## config.mk

```make
export PLATFORM = sky130hd
export DESIGN_NAME = fifo_wr_arbiter
export DESIGN_NICKNAME = d
export VERILOG_FILES = /design/src/rtl/fifo_wr_arbiter.sv
export SDC_FILE = /design/constraint.sdc
export NUM_CORES = 1
export LEC_CHECK = 0
export CELL_PAD_IN_SITES_DETAIL_PLACEMENT = 1
export CELL_PAD_IN_SITES_GLOBAL_PLACEMENT = 2
export CORE_MARGIN = 5
export CORE_UTILIZATION = 25
export DETAILED_ROUTE_END_ITERATION = 6
export GPL_ROUTABILITY_DRIVEN = 1
export PLACE_DENSITY_LB_ADDON = 0.2
export SETUP_SLACK_MARGIN = 0.02
export SLEW_MARGIN = 20
export SYNTH_ARGS = -nofsm -noshare
export SYNTH_HDL_FRONTEND = slang
export SYNTH_SLANG_ARGS = --single-unit
```

## constraint.sdc

```tcl
create_clock -name clk -period 4.5 [get_ports clk]
set_input_delay 0.9 -clock clk [delete_from_list [all_inputs] [get_ports clk]]
set_output_delay 0.9 -clock clk [all_outputs]
set_load 0.1 [all_outputs]
```

## src/rtl/fifo_wr_arbiter.sv

```systemverilog
// Round-robin write arbiter: grants one of four requesters a tenure of up to
// `burst` words into a downstream FIFO, with a registered write port.
module fifo_wr_arbiter #(
  parameter int width = 8,
  parameter int depth = 16,
  parameter int nreq  = 4,
  parameter int burst = 4
) (
  input  logic                  clk,
  input  logic                  reset,
  input  logic [nreq-1:0]       req,
  input  logic [nreq*width-1:0] din,
  output logic [nreq-1:0]       gnt,
  input  logic                  fifo_full,
  input  logic [4:0]            fifo_count,
  output logic                  fifo_write_en,
  output logic [width-1:0]      fifo_wdata,
  output logic                  busy,
  output logic [1:0]            owner_id
);

  typedef enum logic {
    IDLE,
    OWN
  } state_t;

  state_t           state, state_nxt;
  logic [1:0]       last, last_nxt;
  logic [1:0]       owner_nxt;
  logic [3:0]       beat_cnt, beat_nxt;
  logic [1:0]       sel;
  logic             sel_valid;
  logic             stall;
  logic             xfer;
  logic [width-1:0] owner_word;

  // The write strobe is registered, so a word already headed into the last
  // free slot must count as full for the current grant.
  assign stall      = fifo_full | (fifo_write_en & (fifo_count == 5'(depth - 1)));
  assign xfer       = (state == OWN) & ~stall & req[owner_id];
  assign owner_word = din[owner_id*width +: width];
  assign busy       = (state == OWN);

  always_comb begin
    gnt = '0;
    if (state == OWN && !stall) gnt[owner_id] = 1'b1;
  end

  // Search starts just after the previous owner.
  always_comb begin
    logic [1:0] cand;
    sel       = last;
    sel_valid = 1'b0;
    cand      = last;
    for (int i = 1; i <= 4; i++) begin
      cand = last + 2'(i);
      if (!sel_valid && req[cand]) begin
        sel       = cand;
        sel_valid = 1'b1;
      end
    end
  end

  always_comb begin
    state_nxt = state;
    owner_nxt = owner_id;
    last_nxt  = last;
    beat_nxt  = beat_cnt;
    case (state)
      IDLE: begin
        if (sel_valid) begin
          state_nxt = OWN;
          owner_nxt = sel;
          beat_nxt  = 4'd0;
        end
      end
      OWN: begin
        if (!req[owner_id]) begin
          state_nxt = IDLE;
          last_nxt  = owner_id;
        end else if (xfer) begin
          beat_nxt = beat_cnt + 4'd1;
          if (beat_cnt + 4'd1 == 4'(burst)) begin
            state_nxt = IDLE;
            last_nxt  = owner_id;
          end
        end
      end
      default: state_nxt = IDLE;
    endcase
  end

  always_ff @(posedge clk or negedge reset) begin
    if (!reset) begin
      state         <= IDLE;
      owner_id      <= 2'd0;
      last          <= 2'(nreq - 1);
      beat_cnt      <= 4'd0;
      fifo_write_en <= 1'b0;
      fifo_wdata    <= '0;
    end else begin
      state         <= state_nxt;
      owner_id      <= owner_nxt;
      last          <= last_nxt;
      beat_cnt      <= beat_nxt;
      fifo_write_en <= xfer;
      if (xfer) fifo_wdata <= owner_word;
    end
  end

endmodule

```

# Yosys cells after proc, flatten, opt, wreduce, memory -nomap -nowiden
# Index checks and enable logic that the tools add are counted.
# Widths: inputs -> output; s select.
[op_classes]
eq_ne = 7
n_reduce_logical = 12
shift = 1
muxes = 33
n_lt_le_gt_ge = 6
bitwise = 6
n_addsub = 4
[op_table]
columns = ["cell", "count"]
rows = [
  ["$shiftx 32x6->8", 1],
  ["$mux 4", 4],
  ["$lt 2x3->1 const B", 5],
  ["$mux 1", 14],
  ["$mux 2", 7],
  ["$bmux 1 s2", 5],
  ["$pmux 4 s2", 1],
  ["$ne 2x1->1 const B", 3],
  ["$reduce_and 3->1", 2],
  ["$eq 5x4->1 const B", 1],
  ["$logic_and 1x1->1", 5],
  ["$add 2x2->2 const B", 2],
  ["$add 4x1->4 const B", 1],
  ["$eq 4x3->1 const B", 1],
  ["$logic_not 1->1", 4],
  ["$ne 2x2->1 const B", 2],
  ["$and 1x1->1", 3],
  ["$add 2x1->2 const B", 1],
  ["$demux 1 s2", 1],
  ["$ge 2x1->1 const B", 1],
  ["$not 1->1", 2],
  ["$pmux 1 s2", 1],
  ["$reduce_and 2->1", 1],
  ["$or 1x1->1", 1],
]
[totals]
output_inout_bits = 16
inputBits = 44
regBits = 18

# Longest topological paths before layout
# Gate-level depths: netlist (run 1).
[logic_depth]
ltp_word = 15
ltp_mapped = 6
mapped_depth_nobuf = 5

# Worst setup path after synthesis (run 1)
# OpenSTA, ideal clock, no wires.
[synth_timing]
kind = "reg-to-output"
start = "register state, in the netlist busy"
end = "output port gnt[2]"
arrival_time_ns = 3.937
stages_incl_launch_ff = 5
path_slack_ns = -0.337
n_path_buf = 1
path_cell_list = "dfrtp_1 -> clkbuf_1 -> nor2b_1 -> o21ai_0 -> nor3b_1"
[synth_via]
elab_chain_len = 2
[synth_rtl]
columns = ["item", "line_no", "source"]
rows = [
  ["from (decl)", "27", "state_t state, state_nxt;"],
  ["from (signal assigned)", "102", "state <= state_nxt;"],
  ["$logic_and 1x1->1", "46", "if (state == OWN && !stall) gnt[owner_id] = 1'b1;"],
  ["$mux 4", "46", ""],
  ["to (decl)", "13", "output logic [nreq-1:0] gnt,"],
]
# Every way passes these cells.

# Worst setup path in the final report (run 1)
[layout_timing]
start = "input port fifo_full"
end = "output port gnt[2]"
[layout_via]
elab_chain_len = 4
[layout_rtl]
columns = ["item", "line_no", "source"]
rows = [
  ["from (decl)", "14", "input logic fifo_full,"],
  ["$or 1x1->1", "39", "assign stall = fifo_full | (fifo_write_en & (fifo_count == 5'(depth - 1)));"],
  ["$logic_not 1->1", "46", ""],
  ["$logic_and 1x1->1", "46", ""],
  ["$mux 4", "46", ""],
]
# Every way passes these cells.

==> results of run 1 <==
[cell families (layout without fill, tap and decap cells)]
logic type,Yosys count,count (layout)
buffers and inverters,13,68
muxes,19,19
and+or+nand+nor,25,25
DFF,18,18
xor gates and xnor gates,1,1
AOI/OAI and AO/OA,25,25
adders and majority gates,2,2
[worst max path at each step]
stage | slack (ps) | startpoint | depth (start not counted) | to
after global placement | 1220 | fifo_full | 5 | gnt[2]
after global routing | 1060 | fifo_full | 5 | gnt[1]
after CTS | 1130 | fifo_full | 5 | gnt[2]
after detailed placement | 1130 | fifo_full | 5 | gnt[2]
after floorplan | -340 | busy | 4 | gnt[2]
final | 1140 | fifo_full | 5 | gnt[2]
[worst reg2reg max path, delay by kind of cell, from the launching register on]
kind               cells  cell delay [ps]
AOI/OAI and AO/OA      1              300
DFF                    1              760
muxes                  2             1120
[per-stage QoR]
step / utilization (%) / cell area, sq um / hold slack [ps]
2_1_floorplan: - / 1204 / 496.2
3_3_place_gp: 38.37 / 1800 / 487.7
3_5_place_dp: 38.37 / 1800 / 494.9
4_1_cts: 39.55 / 1856 / 512.5
5_1_grt: 39.55 / 1856 / 534.2
6_report: 39.55 / 1856 / 507.5
[cells in the final DEF (no fill, tap or decap), drive strengths merged]
cell and instances:
o22ai 1, nand2 5, nand4b 1, o21bai 1, o311ai 2, dfrtp 16, clkbuf 4, a222oi 1
o2bb2ai 1, o32a 1, nand3b 1, a31oi 2, mux4 9, dfstp 2, nor3b 3, mux2i 2
mux2 8, a21bo 1, inv 5, a21o 1, nor2b 4, nor2 3, buf 4, nor3 1
a21oi 2, clkdlybuf4s50 55, xor2 1, a211oi 1, o211ai 1, a32oi 1, o21ai 8, ha 2
o2111a 1, nand3 7
[power by group through the flow]
stage | logic [uW] | clock network (uW) | registers, uW
2_1_floorplan | 393 | 0 | 662
4_1_cts | 925 | 145 | 350
3_5_place_dp | 923 | 0 | 354
3_3_place_gp | 909 | 0 | 350
6_report | 914 | 138 | 346
5_1_grt | 958 | 150 | 367
[layout make-up]
cell class | count | share of cell area [%]
Timing Repair Buffer | 59 | 31.29
Inverter | 5 | 1.011
Clock buffer | 4 | 2.967
Multi-Input combinational cell | 72 | 36.68
Sequential cell | 18 | 24.41
Tap cell | 54 | 3.641
[layer usage]
layer / track usage (%) / part of all wire (%)
met5: 0 / 0
met4: 3.093 / 0.59
met3: 3.950 / 6.8
met2: 23.32 / 51
met1: 15.43 / 41
[flip-flops by register name (all words and copies together) (netlist names)]
register	flops
last	2
beat_cnt	4
fifo_wdata	8
fifo_write_en	1
owner_id	2
busy	1
==> impl_metrics.json, run 1 <==
{
  "critPathLaunchType": "input pin",
  "final_antenna_net_count": 0,
  "cp_top_family": "buffers and inverters",
  "max_cap_viol_count": 0,
  "p_int_uw": 617.4,
  "synth_top_family_by_area": "multiplexers",
  "cts_hold_buf": 0,
  "multi_input_area_sq_um": 680.7,
  "critPathSlowestCell": "clkdlybuf4s50_1",
  "critical_path_buf_inv_count": 2,
  "slew_violations": 0,
  "postSynthAreaPerCell_sq_um": 11.69,
  "power_switching_uw": 780.4,
  "synth_common_cells": "dfrtp_1, o21ai_0, mux2_2, mux4_2, nand3_1",
  "antenna_found_initial": 0,
  "worst_setup_path_end_kind": "output pin",
  "initial_core_util_pct": 25.65,
  "ys.flop_type": "dfrtp_1",
  "clock_path_buffers": 2,
  "seq_area_sq_um": 452.9,
  "place.gp.congestion": 0.7463,
  "p_sw_share_pct": 55.83,
  "finalHoldViolCount": 0,
  "diodes": 0,
  "cts.sinks": 18,
  "synth_nets": 149,
  "htree_levels": 1,
  "cp.required_ps": 3600,
  "fin_skew_ps": 2.691,
  "synth.most_common_cell": "dfrtp_1",
  "min_to": "fifo_wdata[0]",
  "grt_pass1_wl_um": 6341,
  "synth.area.mux_share_pct": 26.92,
  "critPathKind": "in -> out",
  "outcome": "finished, final reports clean",
  "vdd_drop_max_mv": 0.2575,
  "clk_pin_slew_worst_paths_ps": 70,
  "io_buffers": 59,
  "hpwl_um": 3045,
  "yosys.area_share.simple_pct": 11.12,
  "drt-vias-per-instance": 5.146,
  "p_clk_share_pct": 9.8,
  "fin_crit_ps": 3363,
  "nFillCells": 521,
  "slew_headroom_pct": 33.37,
  "die_w_um": 79.39,
  "max_freq_mhz": 297.3,
  "yosys_warnings": 0,
  "cts_tree": "yes",
  "root_buffer": "clkbuf_8",
  "synth_compound_area_share_pct": 15.70,
  "synth_top_area_cell": "dfrtp_1",
  "dp_cells": 208,
  "arrival_ps": 2460,
  "power.leakage_uw": 0.0007622,
  "place_ws_ps": 1135,
  "path_cells": "clkdlybuf4s50_1 -> nor2b_1 -> o21ai_0 -> nor3b_1 -> buf_4",
  "worstMarginPinSlew_ps": 996.4,
  "drtPass1Iterations": 4,
  "grt_max_degree": 19,
  "syn_to_final_growth_pct": 54.16,
  "post-route-drc-count": 0,
  "io_pins": 60,
  "ys_types": 37,
  "synth_xor_area_share_pct": 0.7277,
  "core_sq_mm": 0.004692,
  "rows": 25,
  "drt_iter0_drc": 15,
  "reg2reg_slack_ps": 2200,
  "synth_edf_count": 0,
  "final_nets": 205,
  "insertion_delay_ps": 260,
  "instances_no_fill": 212,
  "wirelength_um": 3924,
  "synth-adder-area-share_pct": 2.079,
  "rsz0062_at_grt": "no",
  "crit_fanout": 3,
  "hp-start": "fifo_wdata[0]",
  "die-area_sq_mm": 0.006302,
  "synth_seq_area_share_pct": 37.63,
  "dr_total_vias": 1091,
  "reg2regPathDepth": 3,
  "slowest_delay_ps": 420,
  "synthesis.area_sq_mm": 0.001204,
  "power_frac_comb_pct": 65.4,
  "grt_pass1_vias": 1171,
  "dieHeight_um": 79.39,
  "postCtsSetupRepairBufs": 0,
  "grt_usage_pct": 13.12,
  "power_uw": 1398,
  "synth-seq-cells": 18,
  "synth_top_area_share_pct": 33.26,
  "cellPowerDensity_mw_per_mm2": 753.3,
  "hold_depth": 1,
  "wl_per_cell_um": 18.51,
  "fin_setup_tns_ps": 0,
  "finalCritPeriodShare_pct": 74.74,
  "syn_inst": 103,
  "ys_top_cells_by_area": "dfrtp_1, mux4_2, mux2_2",
  "worstReg2RegStart": "owner_id[1]",
  "synth-async-reset-ratio_pct": 100.0,
  "hold_class": "reg -> reg",
  "seqPwrFrac_pct": 24.8,
  "setup_viol_count_final": 0,
  "ctsResizeCount": 0,
  "grt_overflow": 0,
  "r2r-end": "fifo_wdata[6]",
  "worst_slack_ps": 1137,
  "drive_gt1_share_pct": 17.09,
  "numCtsBuffers": 3
}
Note: power is estimated with default switching activity, not from simulation.
==> run 2: changes to the inputs <==
- CORE_UTILIZATION: 25 -> 24
- clock period: 4.5 -> 3.5 ns (I/O delays scaled with it)
==> run 2 against run 1 <==
  * First-iteration DRC count rose by 130%
  * Hold slack worse by 2.7 ps
  * Sequential cell count is the same
  * Register-to-register slack worse by 910 ps
  * Clock power grew 25%
  * Critical path type unchanged
==> impl_metrics.json, run 2 (same netlist as run 1, synthesis figures left out) <==
{
  "outcome": "finished, final reports clean",
  "fin_crit_ps": 2969,
  "finalCritPeriodShare_pct": 84.82,
  "final_cell_mix": "clkdlybuf4s50_1, dfrtp_1, o21ai_0",
  "htree_levels": 1,
  "crit_fanout": 4,
  "hold_slack_ps": 504.9,
  "final_nets": 206,
  "syn_to_final_growth_pct": 60.92,
  "cp.required_ps": 2800,
  "grt_pass1_wl_um": 5947,
  "wl_per_cell_um": 16.90,
  "worst_slack_ps": 531.4,
  "layout_commonest_cell": "clkdlybuf4s50_1",
  "diodes": 0,
  "dieHeight_um": 80.82,
  "wirelength_um": 3820,
  "critPathSlowestCell": "o21ai_0",
  "critical_path_buf_inv_count": 2,
  "critPathLaunchType": "input pin",
  "slew_headroom_pct": 33.18,
  "die-area_sq_mm": 0.006532,
  "cts_hold_buf": 0,
  "cellPowerDensity_mw_per_mm2": 951.1,
  "cts_tree": "yes",
  "io_pins": 60,
  "clk_pin_slew_worst_paths_ps": 70,
  "io_buffers": 59,
  "max_freq_mhz": 336.9,
  "place.gp.congestion": 0.7891,
  "fin_setup_tns_ps": 0,
  "die_w_um": 80.82,
  "dr_total_vias": 1105,
  "largest_reg_flops": 8,
  "place_ws_ps": 487.7,
  "nFillCells": 515,
  "grt_pass1_vias": 1166,
  "fin_skew_ps": 2.486,
  "placed_cell_area_sq_mm": 0.001882,
  "rsz0062_at_grt": "no",
  "worst_setup_path_end_kind": "output pin",
  "setup_viol_count_final": 0,
  "root_buffer": "clkbuf_8",
  "grt_max_degree": 19,
  "finalHoldViolCount": 0,
  "grt_overflow": 0,
  "hpwl_um": 3117,
  "ctsResizeCount": 0,
  "path_cells": "clkdlybuf4s50_1 -> nand4b_1 -> o21ai_0 -> nor3b_2 -> buf_12",
  "cts.sinks": 18,
  "numCtsBuffers": 3,
  "postLayoutCellArea_sq_mm": 0.001937,
  "vdd_drop_max_mv": 0.3864,
  "antenna_found_initial": 0,
  "top_register": "fifo_wdata",
  "critPathKind": "in -> out",
  "initial_core_util_pct": 25.15,
  "grt_usage_pct": 11.80,
  "drtPass1Iterations": 4,
  "arrival_ps": 2270,
  "slew_violations": 0,
  "hold_class": "reg -> reg",
  "power.leakage_uw": 0.0007857,
  "insertion_delay_ps": 250,
  "final_antenna_net_count": 0,
  "slowest_delay_ps": 550,
  "rows": 25,
  "reg_top3": "fifo_wdata (8), beat_cnt (4)",
  "drive_gt1_share_pct": 21.38,
  "postCtsSetupRepairBufs": 0,
  "post-route-drc-count": 0,
  "core_sq_mm": 0.004786,
  "drt_iter0_drc": 35,
  "drt-vias-per-instance": 4.889,
  "max_cap_viol_count": 0,
  "power_uw": 1842,
  "worstMarginPinSlew_ps": 999.2,
  "clock_path_buffers": 2,
  "cp_top_family": "buffers and inverters"
}
==> run 2: cell type report <==
class,count,area [sq um],share of cell area [%]
timing repair buffer,60,630.6,32.56
clock buffer,4,55.05,2.842
multi-input combinational,72,695.7,35.92
tap,67,83.83,4.328
inverter,5,18.77,0.9690
sequential,18,452.9,23.38
==> run 2: stage by stage <==
stage,util (%),std cells
floorplan,-,103
global placement,39.32,222
detailed placement,39.32,222
CTS,40.47,226
global route,40.47,226
finish,40.47,226
==> run 2: worst reg2reg max path, stage by stage, from the launching register on <==
cell and delay [ps]:
dfrtp_1 870, mux4_2 540, o211ai_4 290, mux2_2 410
==> run 2: final timing paths <==
path,startpoint,end,slack [ps],cells after the start
max in group asynchronous,reset,fifo_write_en,2070,1
hold reg to reg,fifo_wdata[6],fifo_wdata[6],500,1
min in group asynchronous,reset,fifo_wdata[1],920,1
setup / recovery,fifo_count[4],gnt[2],530,5
setup reg to reg,owner_id[0],fifo_wdata[5],1290,3
hold / removal,fifo_wdata[6],fifo_wdata[6],500,1
==> run 2: routing by layer <==
metal | GRT usage, % | routed length (um)
met1 | 13.87 | 1623
met2 | 20.61 | 1785
met3 | 3.880 | 384
met4 | 3.041 | 27
met5 | 0 | 0
==> run 2: power breakdown <==
part	total (uW)	switching, uW	internal (uW)
logic	1250	835	420
registers	416	113	303
clock network	172	71.8	99.9
